**config.mk**
```make
export PLATFORM = sky130hd
export DESIGN_NAME = stage_seq_flat
export DESIGN_NICKNAME = d
export VERILOG_FILES = /design/src/rtl/stage_seq_if.sv /design/src/rtl/stage_seq.sv /design/src/flat_wrapper.sv
export SDC_FILE = /design/constraint.sdc
export NUM_CORES = 1
export LEC_CHECK = 0
export CORE_MARGIN = 5
export CORE_UTILIZATION = 42
export DETAILED_ROUTE_END_ITERATION = 10
export PLACE_DENSITY = 0.69
export SLEW_MARGIN = 10
export SYNTH_ARGS = -nofsm -noshare
export SYNTH_HDL_FRONTEND = slang
export SYNTH_SLANG_ARGS = --single-unit
```
**constraint.sdc**
```tcl
create_clock -name clk -period 3.6 [get_ports clk]
set_input_delay 0.72 -clock clk [delete_from_list [all_inputs] [get_ports clk]]
set_output_delay 0.72 -clock clk [all_outputs]
set_load 0.02 [all_outputs]
```
**src/rtl/stage_seq_if.sv**
```systemverilog
// Handshake bundle between the RK16 core top level and the stage sequencer.
// The master is the core/debug side; the sequencer connects as slave.
interface stage_seq_if;
  logic       run;
  logic       step;
  logic       halt_req;
  logic       mem_ready;
  logic       dbg_req;
  logic       dbg_gnt;
  logic [3:0] stage;
  logic       inst_we;
  logic       pc_we;
  logic       reg_we;
  logic       halted;
  logic       timeout;

  modport master (
    output run, step, halt_req, mem_ready, dbg_req,
    input  dbg_gnt, stage, inst_we, pc_we, reg_we, halted, timeout
  );

  modport slave (
    input  run, step, halt_req, mem_ready, dbg_req,
    output dbg_gnt, stage, inst_we, pc_we, reg_we, halted, timeout
  );
endinterface

```
**src/rtl/stage_seq.sv**
```systemverilog
// RK16 four-stage instruction sequencer: one-hot stage drive, memory stalls with timeout,
// run/halt/single-step and debug port steal. Optional RK16_SEQ_PERF_EN adds a retired counter.
module stage_seq #(
  parameter int WAIT_MAX = 15,
  parameter int WAIT_W   = 8
) (
  input  logic        clk,
  input  logic        rst,
  stage_seq_if.slave  bus
`ifdef RK16_SEQ_PERF_EN
  ,
  output logic [15:0] retired
`endif
);

  typedef enum logic [2:0] {
    IDLE = 3'd0,
    S0   = 3'd1,
    S1   = 3'd2,
    S2   = 3'd3,
    S3   = 3'd4,
    DBG  = 3'd5
  } state_t;

  localparam logic [WAIT_W-1:0] WAIT_LIM = WAIT_W'(WAIT_MAX);

  state_t              state_r;
  state_t              state_nxt_s;
  state_t              bnd_nxt_s;
  logic [WAIT_W-1:0]   wait_cnt_r;
  logic [WAIT_W-1:0]   wait_cnt_nxt_s;
  logic                token_r;
  logic                token_nxt_s;
  logic                timeout_r;
  logic                timeout_nxt_s;
  logic                pending_s;

  // State, stall counter, step token and sticky timeout registers
  always_ff @(posedge clk) begin
    if (rst) begin
      state_r    <= IDLE;
      wait_cnt_r <= '0;
      token_r    <= 1'b0;
      timeout_r  <= 1'b0;
    end else begin
      state_r    <= state_nxt_s;
      wait_cnt_r <= wait_cnt_nxt_s;
      token_r    <= token_nxt_s;
      timeout_r  <= timeout_nxt_s;
    end
  end

  // Next state, stall counting, token and timeout bookkeeping
  always_comb begin
    state_nxt_s    = state_r;
    wait_cnt_nxt_s = '0;
    token_nxt_s    = token_r;
    timeout_nxt_s  = timeout_r;
    bnd_nxt_s      = IDLE;

    // A step seen while idle counts as pending in the same cycle, so it starts without delay.
    pending_s = token_r | ((state_r == IDLE) & bus.step);

    if (bus.halt_req) begin
      bnd_nxt_s = IDLE;
    end else if (bus.dbg_req) begin
      bnd_nxt_s = DBG;
    end else if (bus.run | pending_s) begin
      bnd_nxt_s = S0;
    end else begin
      bnd_nxt_s = IDLE;
    end

    case (state_r)
      IDLE: state_nxt_s = bnd_nxt_s;
      S0, S1, S2: begin
        if (bus.mem_ready) begin
          case (state_r)
            S0:      state_nxt_s = S1;
            S1:      state_nxt_s = S2;
            default: state_nxt_s = S3;
          endcase
        end else if (wait_cnt_r == WAIT_LIM) begin
          state_nxt_s   = IDLE;
          timeout_nxt_s = 1'b1;
        end else begin
          wait_cnt_nxt_s = wait_cnt_r + WAIT_W'(1);
        end
      end
      S3:  state_nxt_s = bnd_nxt_s;
      DBG: begin
        if (bus.dbg_req) begin
          state_nxt_s = DBG;
        end else begin
          state_nxt_s = bnd_nxt_s;
        end
      end
      default: state_nxt_s = IDLE;
    endcase

    if (state_nxt_s == S0) begin
      token_nxt_s = 1'b0;
    end else if ((state_r == IDLE) && bus.step) begin
      token_nxt_s = 1'b1;
    end else begin
      token_nxt_s = token_r;
    end

    if ((state_r == IDLE) && (state_nxt_s == S0)) begin
      timeout_nxt_s = 1'b0;
    end else begin
      timeout_nxt_s = timeout_nxt_s;
    end
  end

  // One-hot stage decode from the state register
  always_comb begin
    bus.stage = 4'b0000;
    case (state_r)
      S0:      bus.stage = 4'b0001;
      S1:      bus.stage = 4'b0010;
      S2:      bus.stage = 4'b0100;
      S3:      bus.stage = 4'b1000;
      default: bus.stage = 4'b0000;
    endcase
  end

  assign bus.dbg_gnt = (state_r == DBG);
  assign bus.halted  = (state_r == IDLE);
  assign bus.pc_we   = (state_r == S3);
  assign bus.reg_we  = (state_r == S3);
  assign bus.inst_we = (state_r == S0) & bus.mem_ready;
  assign bus.timeout = timeout_r;

`ifdef RK16_SEQ_PERF_EN
  // Retired-instruction counter, one per writeback, wrapping
  always_ff @(posedge clk) begin
    if (rst) begin
      retired <= 16'h0000;
    end else if (state_r == S3) begin
      retired <= retired + 16'h0001;
    end else begin
      retired <= retired;
    end
  end
`endif

endmodule

```
**src/flat_wrapper.sv**
```systemverilog
// flat-port wrapper written by rule: the top's interface ports become plain ports
module stage_seq_flat 
#(
  parameter int WAIT_MAX = 15,
  parameter int WAIT_W   = 8
)
  (clk, rst, bus_run, bus_step, bus_halt_req, bus_mem_ready, bus_dbg_req, bus_dbg_gnt, bus_stage, bus_inst_we, bus_pc_we, bus_reg_we, bus_halted, bus_timeout);
  stage_seq_if bus_i ();
  input  logic clk;
  input  logic rst;
  input wire logic [$bits(bus_i.run)-1:0] bus_run;
  input wire logic [$bits(bus_i.step)-1:0] bus_step;
  input wire logic [$bits(bus_i.halt_req)-1:0] bus_halt_req;
  input wire logic [$bits(bus_i.mem_ready)-1:0] bus_mem_ready;
  input wire logic [$bits(bus_i.dbg_req)-1:0] bus_dbg_req;
  output wire logic [$bits(bus_i.dbg_gnt)-1:0] bus_dbg_gnt;
  output wire logic [$bits(bus_i.stage)-1:0] bus_stage;
  output wire logic [$bits(bus_i.inst_we)-1:0] bus_inst_we;
  output wire logic [$bits(bus_i.pc_we)-1:0] bus_pc_we;
  output wire logic [$bits(bus_i.reg_we)-1:0] bus_reg_we;
  output wire logic [$bits(bus_i.halted)-1:0] bus_halted;
  output wire logic [$bits(bus_i.timeout)-1:0] bus_timeout;
  assign bus_i.run = bus_run;
  assign bus_i.step = bus_step;
  assign bus_i.halt_req = bus_halt_req;
  assign bus_i.mem_ready = bus_mem_ready;
  assign bus_i.dbg_req = bus_dbg_req;
  assign bus_dbg_gnt = bus_i.dbg_gnt;
  assign bus_stage = bus_i.stage;
  assign bus_inst_we = bus_i.inst_we;
  assign bus_pc_we = bus_i.pc_we;
  assign bus_reg_we = bus_i.reg_we;
  assign bus_halted = bus_i.halted;
  assign bus_timeout = bus_i.timeout;
  stage_seq #(.WAIT_MAX(WAIT_MAX), .WAIT_W(WAIT_W)) u_core (.clk(clk), .rst(rst), .bus(bus_i));
endmodule
```
## Word-level counts from Yosys, hierarchy flattened

Index checks and enable logic that the tools add are counted.

- Reduce and logical (&&, ||, !) cells: 9
- Bitwise logic cells: 6
- Shift-type cells: 0
- Magnitude comparators: 0
- Div/mod/pow operators: 0
- Mux-type cells: 9
- Multiply operators: 0
- Eq/ne operators: 7
- Add/sub/neg operators: 1

Operator list:

| operator | number |
|---|---|
| 4-bit case mux with 4 select lines | 1 |
| 3-bit 2-to-1 mux | 5 |
| 3-bit case mux with 3 select lines | 1 |
| 8-bit by 1-bit adder with 8-bit output, second input constant | 1 |
| 8-bit by 4-bit == test with 1-bit output, second input constant | 1 |
| 3-bit by 1-bit == test with 1-bit output, second input constant | 2 |
| 3-bit by 2-bit == test with 1-bit output, second input constant | 2 |
| 3-bit == test, second input constant | 2 |
| 3-bit case mux with 2 select lines | 1 |
| 2-bit OR reduction | 3 |
| 4-bit OR reduction | 1 |
| 3-bit zero test | 1 |
| 3-bit AND reduction | 1 |
| 3-bit OR reduction | 1 |
| 1-bit bitwise AND | 2 |
| 1-bit logical AND | 2 |
| 1-bit NOT | 2 |
| 1-bit OR | 2 |
| 1-bit 2-to-1 mux | 1 |

- Bits in registers: 13
- Word-level logic and storage cells: 36
- Memories kept: 0
- Bits in latches: 0
- Memory bits (writable): 0
- ROM bits: 0
- Input port bits: 7
- Output and inout bits: 10

## Depth between registers and ports, before layout

Gate-level depths: netlist of run 1.

- Depth in word-level cells: 12
- Mapped depth: 6
- Mapped depth without buffers: 6

## Worst setup path before layout of run 1

OpenSTA, ideal clock, no wires.

- Kind: register to output
- Start: reg u_core.state_r[0]
- End: out bus_reg_we
- Setup slack: 1.411 ns
- Data arrival time: 1.469 ns
- Stages on the path, launching flop included: 5
- Path through: dfxtp_1 -> buf_2 -> clkbuf_1 -> nor3_1 -> buf_4

- Longest elaborated chain between the ends: 1

Ends and longest elaborated chain:

| element | RTL line | RTL |
|---|---|---|
| from (decl) | stage_seq.sv:27 | `state_t state_r;` |
| from (signal assigned) | stage_seq.sv:46 | `state_r <= state_nxt_s;` |
| 3-bit == test | -- |  |
| to (decl) | flat_wrapper.sv:20 | `output wire logic [$bits(bus_i.reg_we)-1:0] bus_reg_we;` |

Every way passes these cells.

## Final worst setup path of run 1

- Start: in bus_mem_ready
- End: out bus_inst_we

- Longest elaborated chain between the ends: 1

Ends and longest elaborated chain:

| element | RTL line | RTL |
|---|---|---|
| from (decl) | flat_wrapper.sv:14 | `input wire logic [$bits(bus_i.mem_ready)-1:0] bus_mem_ready;` |
| 1-bit bitwise AND | stage_seq.sv:132 | `assign bus.inst_we = (state_r == S0) & bus.mem_ready;` |
| to (decl) | flat_wrapper.sv:18 | `output wire logic [$bits(bus_i.inst_we)-1:0] bus_inst_we;` |

Every way passes these cells.

==> flow_summary.toml, run 1 <==
[power]
p_per_area_mw_per_mm2 = 362
leakage_nw = 0.344
ir_drop_v = 0.000162
p_total_w = 0.000327

[logic_synthesis]
yosysTopAreaCellShare_pct = 35.9
synth-edff-count = 0
synth_top_cell_by_area = "dfxtp_1"
async_flop_share_pct = 0
synth_area_per_cell_um2 = 7.87
netlist_instances = 92
synthesis.area_um2 = 724
synth.distinct_cells = 33
synth.area.mux_share_pct = 0
synth_fa_ha_area_share_pct = 1.73
synth.area.top_cells = "dfxtp_1 (36%), nor2_1 (9.3%), nand2_1 (4.1%), xnor2_1 (3.6%), xor2_1 (3.6%)"
synth-compound-area-share_pct = 18.1
syn-num-nets = 100
synth-xor-area-share_pct = 7.25
ys_seq_area_share_pct = 35.9
synth_top_family_by_area = "simple AND/OR/NAND/NOR gates"
yosysWarnings = 0
synthFlopType = "dfxtp_1"
ys_seq_elements = 13
synth-simple-area-share_pct = 32.0

[worst_setup_path]
critPathKind = "input port to primary output"
worstPathArrival_ps = 2140
critPathLaunch = "bus_mem_ready"
rr_startpoint = "u_core.state_r[0]"
crit_required_ps = 2880
worst-path-max-fanout = 8
cp-start-kind = "input port"
endpoint_kind = "primary output"

[layout]
fill_cells = 176
seqCellArea_um2 = 260
antenna_cells = 0
drive_gt1_share_pct = 8.49
multiInputGateArea_um2 = 428
nets = 115
stdcell_count = 123
area_growth_pct = 24.9

[floorplan]
fp.dieW_um = 51.5
die_y_um = 51.5
rows = 15
ios = 17
dieArea_mm2 = 0.00266
start_util_pct = 42.9
core-area_mm2 = 0.00169

[drt]
drtAntennaViolNets = 0
routed_wl_um = 1550
wl_per_cell_um = 12.6
viasPerCell = 5.41
vias = 666
drc = 0
dr.first_iter.drc_count = 18
first_pass_iters = 4

[global_route]
grt_pass1_vias = 637
grt_pass1_wl_um = 2670
antenna_found_initial = 0
grt.overflow.total = 0
grt_max_degree = 18
grt_usage_pct = 12.7

[placed_design]
io_buffers = 16
gp_congestion = 0.839
post-dp-hpwl_um = 1170
pre_cts_slack_ps = 750
dp_cells = 119

[min_path]
hold_path.class = "flip-flop to flip-flop"
holdCritStartpoint = "u_core.wait_cnt_r[0]"

[clock_tree]
postCtsHoldBufs = 0
h-tree-depth = 1
cts_made_buffers = 3
cts_tree = "built"
cts.path.max_buffers = 2
clk_latency_ps = 280
cts_sinks = 13
path_clk_slew_ps = 90
postCtsSetupRepairBufs = 0
cts_root_buffer = "clkbuf_4"
post_cts_resized = 0

[timing]
hold_viol_final = 0
skew_ps = 12.3
setup_violations = 0
fmax_mhz = 350
fin_crit_ps = 2860
tns_ps = 0
max_slew.worst_pin.slew_ps = 560
min_period_over_period_pct = 79.4
slew_headroom_pct = 62.6
setup_ws_ps = 741
slew_violations = 0
rsz0062_at_grt = "no"

[job]
drv_cap = 0

[run_status]
status = "completed"
## state kept, by name, indices dropped and copies added (netlist names)
| register | flops |
|---|---|
| u_core.state_r | 3 |
| u_core.token_r | 1 |
| u_core.wait_cnt_r | 8 |
| u_core.bus.timeout | 1 |
## final cells by class
cell class,instances,share of cell area [%]
well taps,17,2.35
clock inverters,1,0.553
flip-flops and latches,13,28.8
multi-input cells,71,47.3
repair buffers,16,17.7
inverters,2,0.830
clock buffers,3,2.49
## per-layer routing
metal | wire [um] | share of wire, % | track usage (%)
met2 | 755 | 49 | 21.8
met5 | 0 | 0 | 0
met4 | 0 | 0 | 5.24
met1 | 715 | 46 | 15.7
met3 | 74 | 4.8 | 2.01
## stage by stage
stage	util, %	area (um^2)	hold WS [ps]
floorplan	-	724	426
global placement	51.9	877	445
detailed placement	51.9	877	455
CTS	53.6	905	476
global route	53.6	905	509
finish	53.6	905	472
## critical path: stages
cell and delay [ps]:
clkdlybuf4s50_1 590, nand2_1 110, nor2_1 100, clkdlybuf4s50_1 610
## final timing paths
| check | endpoint | slack, ps | depth (start not counted) |
|---|---|---|---|
| min reg2reg | u_core.wait_cnt_r[0] | 470 | 1 |
| max | bus_inst_we | 740 | 4 |
| min | u_core.wait_cnt_r[0] | 470 | 1 |
| max reg2reg | u_core.bus.timeout | 1920 | 5 |
## where the power goes
group	internal [W]	switching (W)
Combinational	0.0000374	0.0000396
Sequential	0.000149	0.0000129
Clock	0.0000411	0.0000468
## layout by cell type (no fill, tap or decap), types with 2 or more instances in the layout
cell,instances
nor2_1,18
clkdlybuf4s50_1,16
dfxtp_1,13
nand2_1,8
nor3_1,5
o21ai_0,3
xnor2_1,3
nand3_1,3
xor2_1,3
a21oi_1,3
clkbuf_4,3
nor2b_1,2
inv_1,2
nand2b_1,2
and3_2,2
o21a_1,2
a311oi_1,2
## Yosys cell counts (2+ instances only)
cell type,n
a21oi_1,3
nand2_1,8
inv_1,2
nor3_1,5
nor2_1,18
dfxtp_1,13
clkbuf_1,3
nor2b_1,2
nand3_1,3
xor2_1,3
o21ai_0,3
buf_2,2
xnor2_1,3
and3_2,2
o21a_1,2
nand2b_1,2
a311oi_1,2
## cell families after synthesis
| group | after synthesis |
|---|---|
| compound gates | 17 |
| xor+xnor | 6 |
| fa+ha+maj | 1 |
| buf+inv | 8 |
| flops | 13 |
| simple gates | 47 |
No activity file was read; power rests on OpenSTA's default activity.
==> run 2: changes to the inputs <==
clock period = 2.75 ns   (was 3.6 ns; I/O delays follow)
==> run 2 against run 1 <==
  * Register-to-register slack got worse by 810 ps
  * Clock-buffer cell count increased by 1
  * Cell count increased by 0.81%
  * Via count increased by 0.15%
  * Power increased by 30%
  * Setup slack got worse by 440 ps
  * Clock skew decreased by 10 ps
  * Clock power increased by 26%
  * Die area unchanged
  * Non-clock buffer count increased by 1
  * Largest cell class unchanged
==> flow_summary.toml, run 2 (synthesized netlist as in run 1, its figures left out) <==
[run_status]
status = "completed"

[drt]
drc = 0
dr.first_iter.drc_count = 22
routed_wl_um = 1500
first_pass_iters = 4
drtAntennaViolNets = 0
vias = 667
wl_per_cell_um = 12.1
viasPerCell = 5.38

[global_route]
grt_max_degree = 18
grt_usage_pct = 12.4
grt.overflow.total = 0
antenna_found_initial = 0
grt_pass1_vias = 594
grt_pass1_wl_um = 2530

[clock_tree]
post_cts_resized = 0
postCtsHoldBufs = 0
cts_tree = "built"
postCtsSetupRepairBufs = 0
path_clk_slew_ps = 70
h-tree-depth = 1
clk_latency_ps = 260
cts_sinks = 13
cts.path.max_buffers = 2
cts_made_buffers = 3
cts_root_buffer = "clkbuf_4"

[worst_setup_path]
worst-path-max-fanout = 17
worstPathBufferInverterCount = 1
critPathSlowestCell = "dfxtp_1"
slowest_delay_ps = 670
worstPathArrival_ps = 1900
crit_required_ps = 2200
path_cells = "nand2b_1 -> nor2_1 -> clkdlybuf4s50_1"
cp-start-kind = "flip-flop"
endpoint_kind = "primary output"
crit_family = "flip-flops"
critPathKind = "flip-flop to primary output"

[layout]
drive_gt1_share_pct = 8.41
area_growth_pct = 25.7
largest_reg_flops = 8
layout_common_cells = "nor2_1 (18), clkdlybuf4s50_1 (16), dfxtp_1 (13), nand2_1 (8), nor3_1 (5)"
final_common_cell = "nor2_1"
antenna_cells = 0
seqCellArea_um2 = 260
final_area_um2 = 911
regMostFlops = "u_core.wait_cnt_r"
top_regs = "u_core.wait_cnt_r: 8 flops, u_core.state_r: 3 flops"
fill_cells = 166
nets = 116
multiInputGateArea_um2 = 428

[timing]
rsz0062_at_grt = "no"
fin_crit_ps = 2450
setup_violations = 0
hold_viol_final = 0
tns_ps = 0
max_slew.worst_pin.slew_ps = 547
slew_violations = 0
fmax_mhz = 408
slew_headroom_pct = 63.5
min_period_over_period_pct = 89.1
skew_ps = 1.88

[placed_design]
gp_congestion = 0.802
placedInstanceArea_um2 = 885
post-dp-hpwl_um = 1140
io_buffers = 16

[floorplan]
rows = 15
die_y_um = 51.5
fp.dieW_um = 51.5
dieArea_mm2 = 0.00266
start_util_pct = 42.9
ios = 17
core-area_mm2 = 0.00169

[power]
p_total_w = 0.000425
p_per_area_mw_per_mm2 = 466
ir_drop_v = 0.000181
leakage_nw = 0.346

[job]
drv_cap = 0

[min_path]
hold_path.class = "flip-flop to flip-flop"
[run 2: through the flow]
step / utilization (%) / std cells / hold WS [ps] / worst slack [ps]
2_1_floorplan: - / 92 / 426 / 731
3_3_place_gp: 52.4 / 120 / 445 / 411
3_5_place_dp: 52.4 / 120 / 459 / 415
4_1_cts: 53.9 / 124 / 476 / 302
5_1_grt: 53.9 / 124 / 503 / 136
6_report: 53.9 / 124 / 467 / 299
[run 2: layer usage]
metal	track usage, %	vias up	wire length [um]
met5	0	-	0
met4	6.55	0	0
met3	2.58	0	104
met2	19.9	21	715
met1	15.6	295	684
li1	-	351	-
[run 2: worst paths after layout]
| kind | to | slack (ps) | cells past startpoint | start |
|---|---|---|---|---|
| max | bus_inst_we | 300 | 3 | u_core.state_r[0] |
| min | u_core.wait_cnt_r[0] | 470 | 1 | u_core.wait_cnt_r[0] |
| min reg2reg | u_core.wait_cnt_r[0] | 470 | 1 | u_core.wait_cnt_r[0] |
| max reg2reg | u_core.bus.timeout | 1110 | 5 | u_core.state_r[0] |
[run 2: layout make-up]
cell class	instances	share of cell area, %
tap	17	2.34
inverter	2	0.824
timing repair buffer	17	18.4
sequential	13	28.6
clock buffer	4	2.88
multi-input combinational	71	47.0
[run 2: power breakdown]
group          switching (W)  total, W  internal, W
Clock              0.0000554  0.000111    0.0000561
Sequential         0.0000167  0.000212     0.000195
Combinational      0.0000515  0.000101    0.0000499
Total               0.000124  0.000425     0.000301
[run 2: worst register-to-register path: stages, from the launching register on]
cell	delay [ps]
dfxtp_1	670
a21boi_0	220
a211o_1	320
a21o_1	170
nand2_1	60
a311oi_1	80
